`config.mk`:
```
export PLATFORM = sky130hd
export DESIGN_NAME = stepper_ctrl_master_flat
export DESIGN_NICKNAME = d
export VERILOG_FILES = /design/src/rtl/stepper_pkg.sv /design/src/rtl/stepper_ctrl_if.sv /design/src/rtl/stepper_cmd_fifo.sv /design/src/rtl/stepper_ctrl_master.sv /design/src/flat_wrapper.sv
export SDC_FILE = /design/constraint.sdc
export NUM_CORES = 1
export LEC_CHECK = 0
export ABC_AREA = 1
export BUFFER_PORTS_ARGS = -buffer_cell sky130_fd_sc_hd__buf_2
export CAP_MARGIN = 15
export CORE_MARGIN = 2
export CORE_UTILIZATION = 40
export DETAILED_ROUTE_END_ITERATION = 8
export SYNTH_ARGS = -nofsm -noshare
export SYNTH_HDL_FRONTEND = slang
export SYNTH_SLANG_ARGS = --single-unit
```
`constraint.sdc`:
```
create_clock -name clk_i -period 2.9 [get_ports clk_i]
set_clock_uncertainty 0.1 [all_clocks]
set_input_delay 0.58 -clock clk_i [delete_from_list [all_inputs] [get_ports clk_i]]
set_output_delay 0.58 -clock clk_i [all_outputs]
set_load 0.005 [all_outputs]
```
`src/rtl/stepper_pkg.sv`:
```
// Shared types for the stepper command master: FSM states, the buffered command
// record and the command buffer depth.
package stepper_pkg;

    localparam int STEPPER_PULSE_NUM_BITS   = 8;
    localparam int STEPPER_PULSE_WIDTH_BITS = 8;
    localparam int STEPPER_FIFO_DEPTH       = 2;

    typedef enum logic [2:0] {
        IDLE,
        ISSUE,
        SETTLE,
        WAIT_DONE,
        RETIRE
    } stepper_master_state_t;

    typedef struct packed {
        logic signed [STEPPER_PULSE_NUM_BITS-1:0] pulse_num;
        logic [STEPPER_PULSE_WIDTH_BITS-1:0]      pulse_width;
    } stepper_cmd_t;

endpackage

```
`src/rtl/stepper_ctrl_if.sv`:
```
// Master/slave link to one StepperCtrl axis driver; the slave holds done high
// while idle and starts a move when it sees trigger on a clk_en tick.
interface StepperCtrl_IF #(
    parameter int PULSE_NUM_BITS   = 8,
    parameter int PULSE_WIDTH_BITS = 8
);
    logic                               trigger;
    logic signed [PULSE_NUM_BITS-1:0]   pulse_num;
    logic [PULSE_WIDTH_BITS-1:0]        pulse_width;
    logic                               done;

    modport master (output trigger, output pulse_num, output pulse_width, input done);
    modport slave  (input trigger, input pulse_num, input pulse_width, output done);
endinterface

```
`src/rtl/stepper_cmd_fifo.sv`:
```
// Small show-ahead FIFO of stepper commands; full/empty are registered so the
// upstream ready never depends combinationally on this cycle's pop.
module stepper_cmd_fifo
    import stepper_pkg::*;
(
    input  logic         clk_i,
    input  logic         reset_i,
    input  logic         push_i,
    input  stepper_cmd_t push_data_i,
    input  logic         pop_i,
    output stepper_cmd_t head_o,
    output logic         full_o,
    output logic         empty_o
);

    localparam int PTR_W = $clog2(STEPPER_FIFO_DEPTH);

    stepper_cmd_t     mem_q [STEPPER_FIFO_DEPTH];
    logic [PTR_W-1:0] wr_ptr_q;
    logic [PTR_W-1:0] rd_ptr_q;
    logic [PTR_W:0]   count_q;
    logic [PTR_W:0]   count_d;
    logic             full_q;
    logic             empty_q;
    logic             do_push;
    logic             do_pop;

    assign do_push = push_i && !full_q;
    assign do_pop  = pop_i && !empty_q;

    always_comb begin
        count_d = count_q;
        if (do_push && !do_pop) begin
            count_d = count_q + (PTR_W+1)'(1);
        end else if (!do_push && do_pop) begin
            count_d = count_q - (PTR_W+1)'(1);
        end
    end

    always_ff @(posedge clk_i) begin
        if (!reset_i) begin
            wr_ptr_q <= '0;
            rd_ptr_q <= '0;
            count_q  <= '0;
            full_q   <= 1'b0;
            empty_q  <= 1'b1;
        end else begin
            if (do_push) wr_ptr_q <= wr_ptr_q + PTR_W'(1);
            if (do_pop)  rd_ptr_q <= rd_ptr_q + PTR_W'(1);
            count_q <= count_d;
            full_q  <= (count_d == (PTR_W+1)'(STEPPER_FIFO_DEPTH));
            empty_q <= (count_d == '0);
        end
    end

    // Storage needs no reset: entries are only read once counted in.
    always_ff @(posedge clk_i) begin
        if (do_push) mem_q[wr_ptr_q] <= push_data_i;
    end

    assign head_o  = mem_q[rd_ptr_q];
    assign full_o  = full_q;
    assign empty_o = empty_q;

endmodule

```
`src/rtl/stepper_ctrl_master.sv`:
```
// Command-side master for one StepperCtrl axis: buffers moves and issues them one
// at a time. Optional watchdog on WAIT_DONE enabled by STEPPER_MASTER_TIMEOUT_EN.
module stepper_ctrl_master
    import stepper_pkg::*;
#(
    parameter int PULSE_NUM_BITS   = STEPPER_PULSE_NUM_BITS,
    parameter int PULSE_WIDTH_BITS = STEPPER_PULSE_WIDTH_BITS,
    parameter int TIMEOUT_BITS     = 16
) (
    input  logic                               clk_i,
    input  logic                               reset_i,
    input  logic                               clk_en_i,
    input  logic                               cmd_valid_i,
    output logic                               cmd_ready_o,
    input  logic signed [PULSE_NUM_BITS-1:0]   cmd_pulse_num_i,
    input  logic [PULSE_WIDTH_BITS-1:0]        cmd_pulse_width_i,
    StepperCtrl_IF.master                      intf,
    output logic                               busy_o,
    output logic                               move_done_o,
    output logic                               err_o
);

    stepper_master_state_t               state_q;
    stepper_master_state_t               state_d;
    stepper_cmd_t                        push_cmd;
    stepper_cmd_t                        head;
    logic                                fifo_full;
    logic                                fifo_empty;
    logic                                fifo_pop;
    logic signed [PULSE_NUM_BITS-1:0]    pulse_num_q;
    logic [PULSE_WIDTH_BITS-1:0]         pulse_width_q;
    logic                                busy_q;
    logic                                move_done_q;
    logic                                timeout_hit;

    assign push_cmd.pulse_num   = cmd_pulse_num_i;
    assign push_cmd.pulse_width = cmd_pulse_width_i;
    assign fifo_pop             = (state_q == IDLE) && !fifo_empty;

    stepper_cmd_fifo u_fifo (
        .clk_i       (clk_i),
        .reset_i     (reset_i),
        .push_i      (cmd_valid_i),
        .push_data_i (push_cmd),
        .pop_i       (fifo_pop),
        .head_o      (head),
        .full_o      (fifo_full),
        .empty_o     (fifo_empty)
    );

`ifdef STEPPER_MASTER_TIMEOUT_EN
    localparam logic [TIMEOUT_BITS-1:0] TO_LAST = {{(TIMEOUT_BITS-1){1'b1}}, 1'b0};

    logic [TIMEOUT_BITS-1:0] to_cnt_q;
    logic                    err_q;

    // The tick that would carry the counter to all-ones is the one that gives up.
    assign timeout_hit = (state_q == WAIT_DONE) && clk_en_i && !intf.done
                         && (to_cnt_q == TO_LAST);

    always_ff @(posedge clk_i) begin
        if (!reset_i) begin
            to_cnt_q <= '0;
            err_q    <= 1'b0;
        end else begin
            if (state_q == SETTLE) begin
                to_cnt_q <= '0;
            end else if (state_q == WAIT_DONE && clk_en_i) begin
                to_cnt_q <= to_cnt_q + TIMEOUT_BITS'(1);
            end
            if (timeout_hit) err_q <= 1'b1;
        end
    end

    assign err_o = err_q;
`else
    logic unused_timeout_bits;

    assign unused_timeout_bits = (TIMEOUT_BITS > 0);
    assign timeout_hit         = 1'b0;
    assign err_o               = 1'b0;
`endif

    always_ff @(posedge clk_i) begin
        if (!reset_i) begin
            state_q <= IDLE;
        end else begin
            state_q <= state_d;
        end
    end

    always_comb begin
        state_d = state_q;
        unique case (state_q)
            IDLE: begin
                if (!fifo_empty) state_d = (head.pulse_num == '0) ? RETIRE : ISSUE;
            end
            ISSUE: begin
                if (clk_en_i) state_d = SETTLE;
            end
            // One extra tick so the slave's registered done has dropped.
            SETTLE: begin
                if (clk_en_i) state_d = WAIT_DONE;
            end
            WAIT_DONE: begin
                if (clk_en_i && intf.done) begin
                    state_d = RETIRE;
                end else if (timeout_hit) begin
                    state_d = IDLE;
                end
            end
            RETIRE:  state_d = IDLE;
            default: state_d = IDLE;
        endcase
    end

    always_comb begin
        intf.trigger     = (state_q == ISSUE);
        intf.pulse_num   = pulse_num_q;
        intf.pulse_width = pulse_width_q;
        move_done_o      = move_done_q;
        busy_o           = busy_q;
        cmd_ready_o      = !fifo_full;
    end

    always_ff @(posedge clk_i) begin
        if (!reset_i) begin
            pulse_num_q   <= '0;
            pulse_width_q <= '0;
            busy_q        <= 1'b0;
            move_done_q   <= 1'b0;
        end else begin
            if (fifo_pop) begin
                pulse_num_q   <= head.pulse_num;
                pulse_width_q <= head.pulse_width;
            end
            busy_q      <= (state_q != IDLE) || !fifo_empty;
            move_done_q <= (state_q == RETIRE);
        end
    end

endmodule

```
`src/flat_wrapper.sv`:
```
// flat-port wrapper written by rule: the top's interface ports become plain ports
module stepper_ctrl_master_flat import stepper_pkg::*;
#(
    parameter int PULSE_NUM_BITS   = STEPPER_PULSE_NUM_BITS,
    parameter int PULSE_WIDTH_BITS = STEPPER_PULSE_WIDTH_BITS,
    parameter int TIMEOUT_BITS     = 16
)
  (clk_i, reset_i, clk_en_i, cmd_valid_i, cmd_ready_o, cmd_pulse_num_i, cmd_pulse_width_i, busy_o, move_done_o, err_o, intf_trigger, intf_pulse_num, intf_pulse_width, intf_done);
  StepperCtrl_IF #(.PULSE_NUM_BITS(PULSE_NUM_BITS), .PULSE_WIDTH_BITS(PULSE_WIDTH_BITS)) intf_i ();
  input  logic clk_i;
  input  logic reset_i;
  input  logic clk_en_i;
  input  logic cmd_valid_i;
  output logic cmd_ready_o;
  input  logic signed [PULSE_NUM_BITS-1:0] cmd_pulse_num_i;
  input  logic [PULSE_WIDTH_BITS-1:0] cmd_pulse_width_i;
  output logic busy_o;
  output logic move_done_o;
  output logic err_o;
  output wire logic [$bits(intf_i.trigger)-1:0] intf_trigger;
  output wire logic [$bits(intf_i.pulse_num)-1:0] intf_pulse_num;
  output wire logic [$bits(intf_i.pulse_width)-1:0] intf_pulse_width;
  input wire logic [$bits(intf_i.done)-1:0] intf_done;
  assign intf_trigger = intf_i.trigger;
  assign intf_pulse_num = intf_i.pulse_num;
  assign intf_pulse_width = intf_i.pulse_width;
  assign intf_i.done = intf_done;
  stepper_ctrl_master #(.PULSE_NUM_BITS(PULSE_NUM_BITS), .PULSE_WIDTH_BITS(PULSE_WIDTH_BITS), .TIMEOUT_BITS(TIMEOUT_BITS)) u_core (.clk_i(clk_i), .reset_i(reset_i), .clk_en_i(clk_en_i), .cmd_valid_i(cmd_valid_i), .cmd_ready_o(cmd_ready_o), .cmd_pulse_num_i(cmd_pulse_num_i), .cmd_pulse_width_i(cmd_pulse_width_i), .intf(intf_i), .busy_o(busy_o), .move_done_o(move_done_o), .err_o(err_o));
endmodule
```
# After elaboration in Yosys (flattened, before gate mapping)
# Memories as Yosys holds them, arrays and structs flattened. A register that Yosys moved wholly into a read port is not among the register bits.
# Index checks and enable logic that the tools add are counted.
[word_totals] ff_bits=27 latchBits=0 ramBits=32 rom_bits=0 in_bits=21 output_inout_bits=21 elab_cells=52 memories=1
[memory_table] memory="u_core.u_fifo.mem_q" words=2 word_bits=16 read_ports=1 rd_ports_with_merged_regs=1 wr=1 line="stepper_cmd_fifo.sv:18" source="stepper_cmd_t mem_q [STEPPER_FIFO_DEPTH];"
[classes] n_addsub=4 multipliers=0 div=0 order_cmp=0 eq_ne=9 shifts=0 n_mux=12 n_bitwise=0 reduce_logical=16
[ops] operator="3-bit 2-to-1 mux" n=5
[ops] operator="3-bit one-hot mux with 4 select lines" n=1
[ops] operator="8-bit zero test" n=1
[ops] operator="3-bit by 2-bit equality test with 1-bit output, second input constant" n=2
[ops] operator="1-bit logical AND" n=6
[ops] operator="2-bit != test, second input constant" n=3
[ops] operator="1-bit zero test" n=4
[ops] operator="1-bit 2-to-1 mux" n=4
[ops] operator="2-bit 2-to-1 mux" n=2
[ops] operator="4-bit AND reduction" n=1
[ops] operator="3-bit by 1-bit equality test with 1-bit output, second input constant" n=1
[ops] operator="3-bit equality test, second input constant" n=1
[ops] operator="3-bit zero test" n=1
[ops] operator="3-bit nonzero test" n=1
[ops] operator="1-bit adder, second input constant" n=2
[ops] operator="2-bit by 1-bit adder with 2-bit output, second input constant" n=1
[ops] operator="2-bit equality test, second input constant" n=1
[ops] operator="2-bit zero test" n=1
[ops] operator="2-bit by 1-bit != test with 1-bit output, second input constant" n=1
[ops] operator="2-bit by 1-bit subtractor with 2-bit output, second input constant" n=1
[ops] operator="1-bit logical OR" n=1

# Longest topological paths before layout
[logic_depth] word_depth=7 ltp_mapped=10

# Modules after synthesis
# From an unflattened synthesis, not the netlist that was laid out.
[unflattened] cells_unflattened=226 area_unflattened_um2=2462.4
[by_module_without_submodules] mod="stepper_cmd_fifo" n_inst=1 cells_per_inst=101 area_each_um2=1498.9 seq_area_each_um2=1101.1
[by_module_without_submodules] mod="stepper_ctrl_master" n_inst=1 cells_per_inst=125 area_each_um2=963.4 seq_area_each_um2=420.4

# Worst setup path before layout
# OpenSTA, ideal clock, no wires.
[synth_path] path_kind="input to register" from="input cmd_valid_i" to="memory u_core.u_fifo.mem_q[1][0] (netlist name), enable pin" t_arrival_ns=1.415 required_time_ns=2.410 setup_slack_ns=0.995 cell_stages=2 path_buffers=0 path_cell_list="nand2_1 -> nor2_1"
[synth_via] elab_chain_cells=3
[synth_lines] item="start: declaration" line="flat_wrapper.sv:13" source="input logic cmd_valid_i;"
[synth_lines] item="1-bit logical AND" line="stepper_cmd_fifo.sv:28" source="assign do_push = push_i && !full_q;"
[synth_lines] item="1-bit 2-to-1 mux" line="stepper_cmd_fifo.sv:58" source="if (do_push) mem_q[wr_ptr_q] <= push_data_i;"
[synth_lines] item="1-bit 2-to-1 mux (implied by the code)" line="stepper_cmd_fifo.sv:58"
[synth_lines] item="end: declaration" line="stepper_cmd_fifo.sv:18"
# No other way between the ends.

# Worst setup path in the final report
[layout_path] from="register u_core.state_q[0]" to="register u_core.u_fifo.empty_q, in the netlist u_core.u_fifo.empty_o"
[layout_via] elab_chain_cells=7
[layout_lines] item="start: declaration" line="stepper_ctrl_master.sv:23" source="stepper_master_state_t state_q;"
[layout_lines] item="start signal: assignment" line="stepper_ctrl_master.sv:88" source="state_q <= state_d;"
[layout_lines] item="3-bit zero test *" line="stepper_ctrl_master.sv:38" source="assign fifo_pop = (state_q == IDLE) && !fifo_empty;"
[layout_lines] item="1-bit logical AND *" line="stepper_ctrl_master.sv:38"
[layout_lines] item="1-bit logical AND *" line="stepper_cmd_fifo.sv:29" source="assign do_pop = pop_i && !empty_q;"
[layout_lines] item="1-bit logical AND or 1-bit zero test (tied branches)" line="stepper_cmd_fifo.sv:35, stepper_cmd_fifo.sv:33"
[layout_lines] item="2-bit 2-to-1 mux or 1-bit logical AND (tied branches)" line="stepper_cmd_fifo.sv:35, stepper_cmd_fifo.sv:33"
[layout_lines] item="2-bit 2-to-1 mux *" line="stepper_cmd_fifo.sv:33" source="if (do_push && !do_pop) begin"
[layout_lines] item="2-bit zero test *" line="stepper_cmd_fifo.sv:52" source="empty_q <= (count_d == '0);"
[layout_lines] item="end signal: assignment" line="stepper_cmd_fifo.sv:52"
[layout_lines] item="end: declaration" line="stepper_cmd_fifo.sv:24" source="logic empty_q;"
# Every way passes the cells marked *; elsewhere a longest branch is shown, timed or not.
# A chain may end at the register's enable or synchronous reset.

==> impl_metrics.py <==
metrics = {
    "cts": {
        "cts_buffers": 9,
        "clock-sinks": 60,
        "post_cts_buffers": 0,
        "cts_hold_buf": 0,
        "clk_latency_ns": 0.34,
        "clockRootBuffer": "clkbuf_8",
        "cts_tree": "done",
        "clk_pin_slew_ns": 0.07,
        "cts.path.max_buffers": 2,
        "htreeDepth": 3,
        "postCtsResizedCells": 0,
    },
    "setup_path": {
        "required_ns": 3.04,
        "startpoint_type": "flop",
        "crit_path_max_fanout": 20,
        "critPathCaptureType": "flop",
        "cp.arrival_ns": 2.00,
        "criticalPathCategory": "flop to flop",
    },
    "global_route": {
        "grt_pass1_vias": 1523,
        "grt_antenna_before_repair": 0,
        "grt_pass1_wl_um": 6980,
        "track_usage": 0.147,
        "grt_overflow": 0,
        "grt_max_degree": 21,
    },
    "layout": {
        "fill_cells": 564,
        "finish.utilization": 0.485,
        "final_area_um2": 2840,
        "layout_commonest_cell": "nand2_1",
        "area_growth_pct": 19.3,
        "drive_gt1_frac": 0.253,
        "diodes": 0,
        "final_cell_mix": "57 x nand2_1, 40 x buf_2, 33 x inv_1",
        "nNetsFinal": 304,
    },
    "synth": {
        "synthArstFlopShare": 0,
        "ys_seq_area_frac": 0.639,
        "ys_types": 28,
        "netlist_instances": 239,
        "avgSynthCellArea_um2": 9.96,
        "yosys_most_used_dff": "edfxtp_1",
        "synth_edf_count": 32,
        "synth_area_um2": 2380,
        "ys_ff_latch": 60,
        "ys_warn_count": 0,
        "synth_nets": 260,
    },
    "placed_design": {
        "gp_congestion": 0.769,
        "portBuffers": 40,
        "placed_area_um2": 2600,
        "dp_hpwl_um": 2830,
        "pre_cts_ws_ns": 1.04,
    },
    "floorplanning": {
        "rows": 28,
        "core_um2": 5850,
        "die_h_um": 81.1,
        "ios": 42,
        "die_w_um": 81.1,
        "initial_utilization": 0.407,
        "dieArea_um2": 6580,
    },
    "route": {
        "first_pass_iters": 4,
        "drc_errors": 0,
        "via_per_inst": 4.48,
        "drt_iter0_markers": 72,
        "vias": 1625,
        "routedWlPerCell_um": 11.6,
        "drtAntennaViolNets": 0,
        "wirelength_um": 4220,
    },
    "timing": {
        "finalSetupViolations": 0,
        "final_hold_viol_count": 0,
        "postLayoutSetupSlackWorst_ns": 1.04,
        "fin_tns_setup_ns": 0,
        "finalCriticalPeriod_ns": 1.86,
        "grt_setup_unrepaired": "false",
        "finalMaxSlewViolations": 0,
        "holdWs_ns": 0.326,
        "fmax_mhz": 539,
        "slew_headroom": 0.528,
        "fin_crit_sh": 0.640,
        "worst_slew_pin_slew_ns": 0.707,
    },
    "outcome": {
        "status": "complete, no violations",
    },
    "pwr": {
        "leakagePower_nw": 1.29,
        "vdd_drop_max_mv": 0.438,
        "p_per_area_nw_per_um2": 1060,
    },
    "min_path": {
        "hold_class": "primary input to flop",
    },
    "run": {
        "max_cap_violations": 0,
    },
}
## where the power goes
group	leakage (nW)	total, mW	internal (mW)	switching (mW)
Clock	0.115	0.901	0.567	0.334
Combinational	0.649	0.838	0.315	0.523
Sequential	0.530	1.26	1.13	0.138
## worst max-delay path, cell delays in order (launching register included)
cell and delay (ns):
dfxtp_1 0.37, nor2_4 0.18, nand2_1 0.10, nor2_2 0.54
nand2_1 0.15, nand3_1 0.12, nand3_2 0.10, nand2_1 0.08
inv_1 0.03
## cells in the mapped netlist (2+ instances only)
cell type	number	share of area
inv_1	33	0.052
nor2_2	3	0.0079
dfxtp_1	28	0.24
nor2_1	23	0.036
edfxtp_1	32	0.40
a21oi_2	2	0.0074
nand3_1	6	0.013
o21ai_0	12	0.025
buf_6	3	0.014
nand2_1	57	0.090
nand2_2	6	0.016
a21oi_1	11	0.023
a31oi_1	8	0.021
## metal layers
metal / up-vias / share of wire / global-route usage
li1: 858 / - / -
met1: 722 / 0.46 / 0.175
met2: 35 / 0.46 / 0.228
met3: 10 / 0.044 / 0.0411
met4: 0 / 0.033 / 0.107
met5: - / 0 / 0
## cells by family after synthesis
kind of cell / after synthesis / synth area share
DFF: 60 / 0.639
AOI/OAI and AO/OA: 33 / 0.0768
other: 1 / 0.00158
buffers and inverters: 43 / 0.0909
xor gates and xnor gates: 1 / 0.00368
and+or+nand+nor: 101 / 0.188
## flip-flops by register name (all words and copies together), names as in the netlist, named ones only
| register | count |
|---|---|
| u_core.busy_o | 1 |
| u_core.intf.pulse_num | 8 |
| u_core.intf.pulse_width | 8 |
| u_core.move_done_o | 1 |
| u_core.state_q | 3 |
| u_core.u_fifo.count_q | 2 |
| u_core.u_fifo.empty_o | 1 |
| u_core.u_fifo.full_o | 1 |
| u_core.u_fifo.mem_q | 32 |
| u_core.u_fifo.rd_ptr_q | 1 |
| u_core.u_fifo.wr_ptr_q | 1 |
## worst paths after layout
path / start / end / slack (ns) / cells after the start
worst min-delay path: cmd_pulse_width_i[0] / u_core.u_fifo.mem_q[0][0] / 0.33 / 1
worst min register to register: u_core.u_fifo.rd_ptr_q / flop / 0.36 / 1
worst max register to register: u_core.state_q[0] / u_core.u_fifo.empty_o / 1.04 / 8
worst max-delay path: u_core.state_q[0] / u_core.u_fifo.empty_o / 1.04 / 8
## cell type report
cell class	count	area [um2]	share of cell area
clock inverters	7	115	0.0405
clock buffers	9	124	0.0436
multi-input cells	136	642	0.226
well taps	75	93.8	0.0331
repair buffers	42	215	0.0758
flip-flops and latches	60	1520	0.536
inverters	34	128	0.0450
## metrics by stage
step                total power [mW]  instances
global route                    3.23        363
CTS                             3.04        363
detailed placement              2.13        347
finish                          3.00        363
global placement                2.12        347
floorplan                       1.94        239
(Power assumes the default switching activity.)
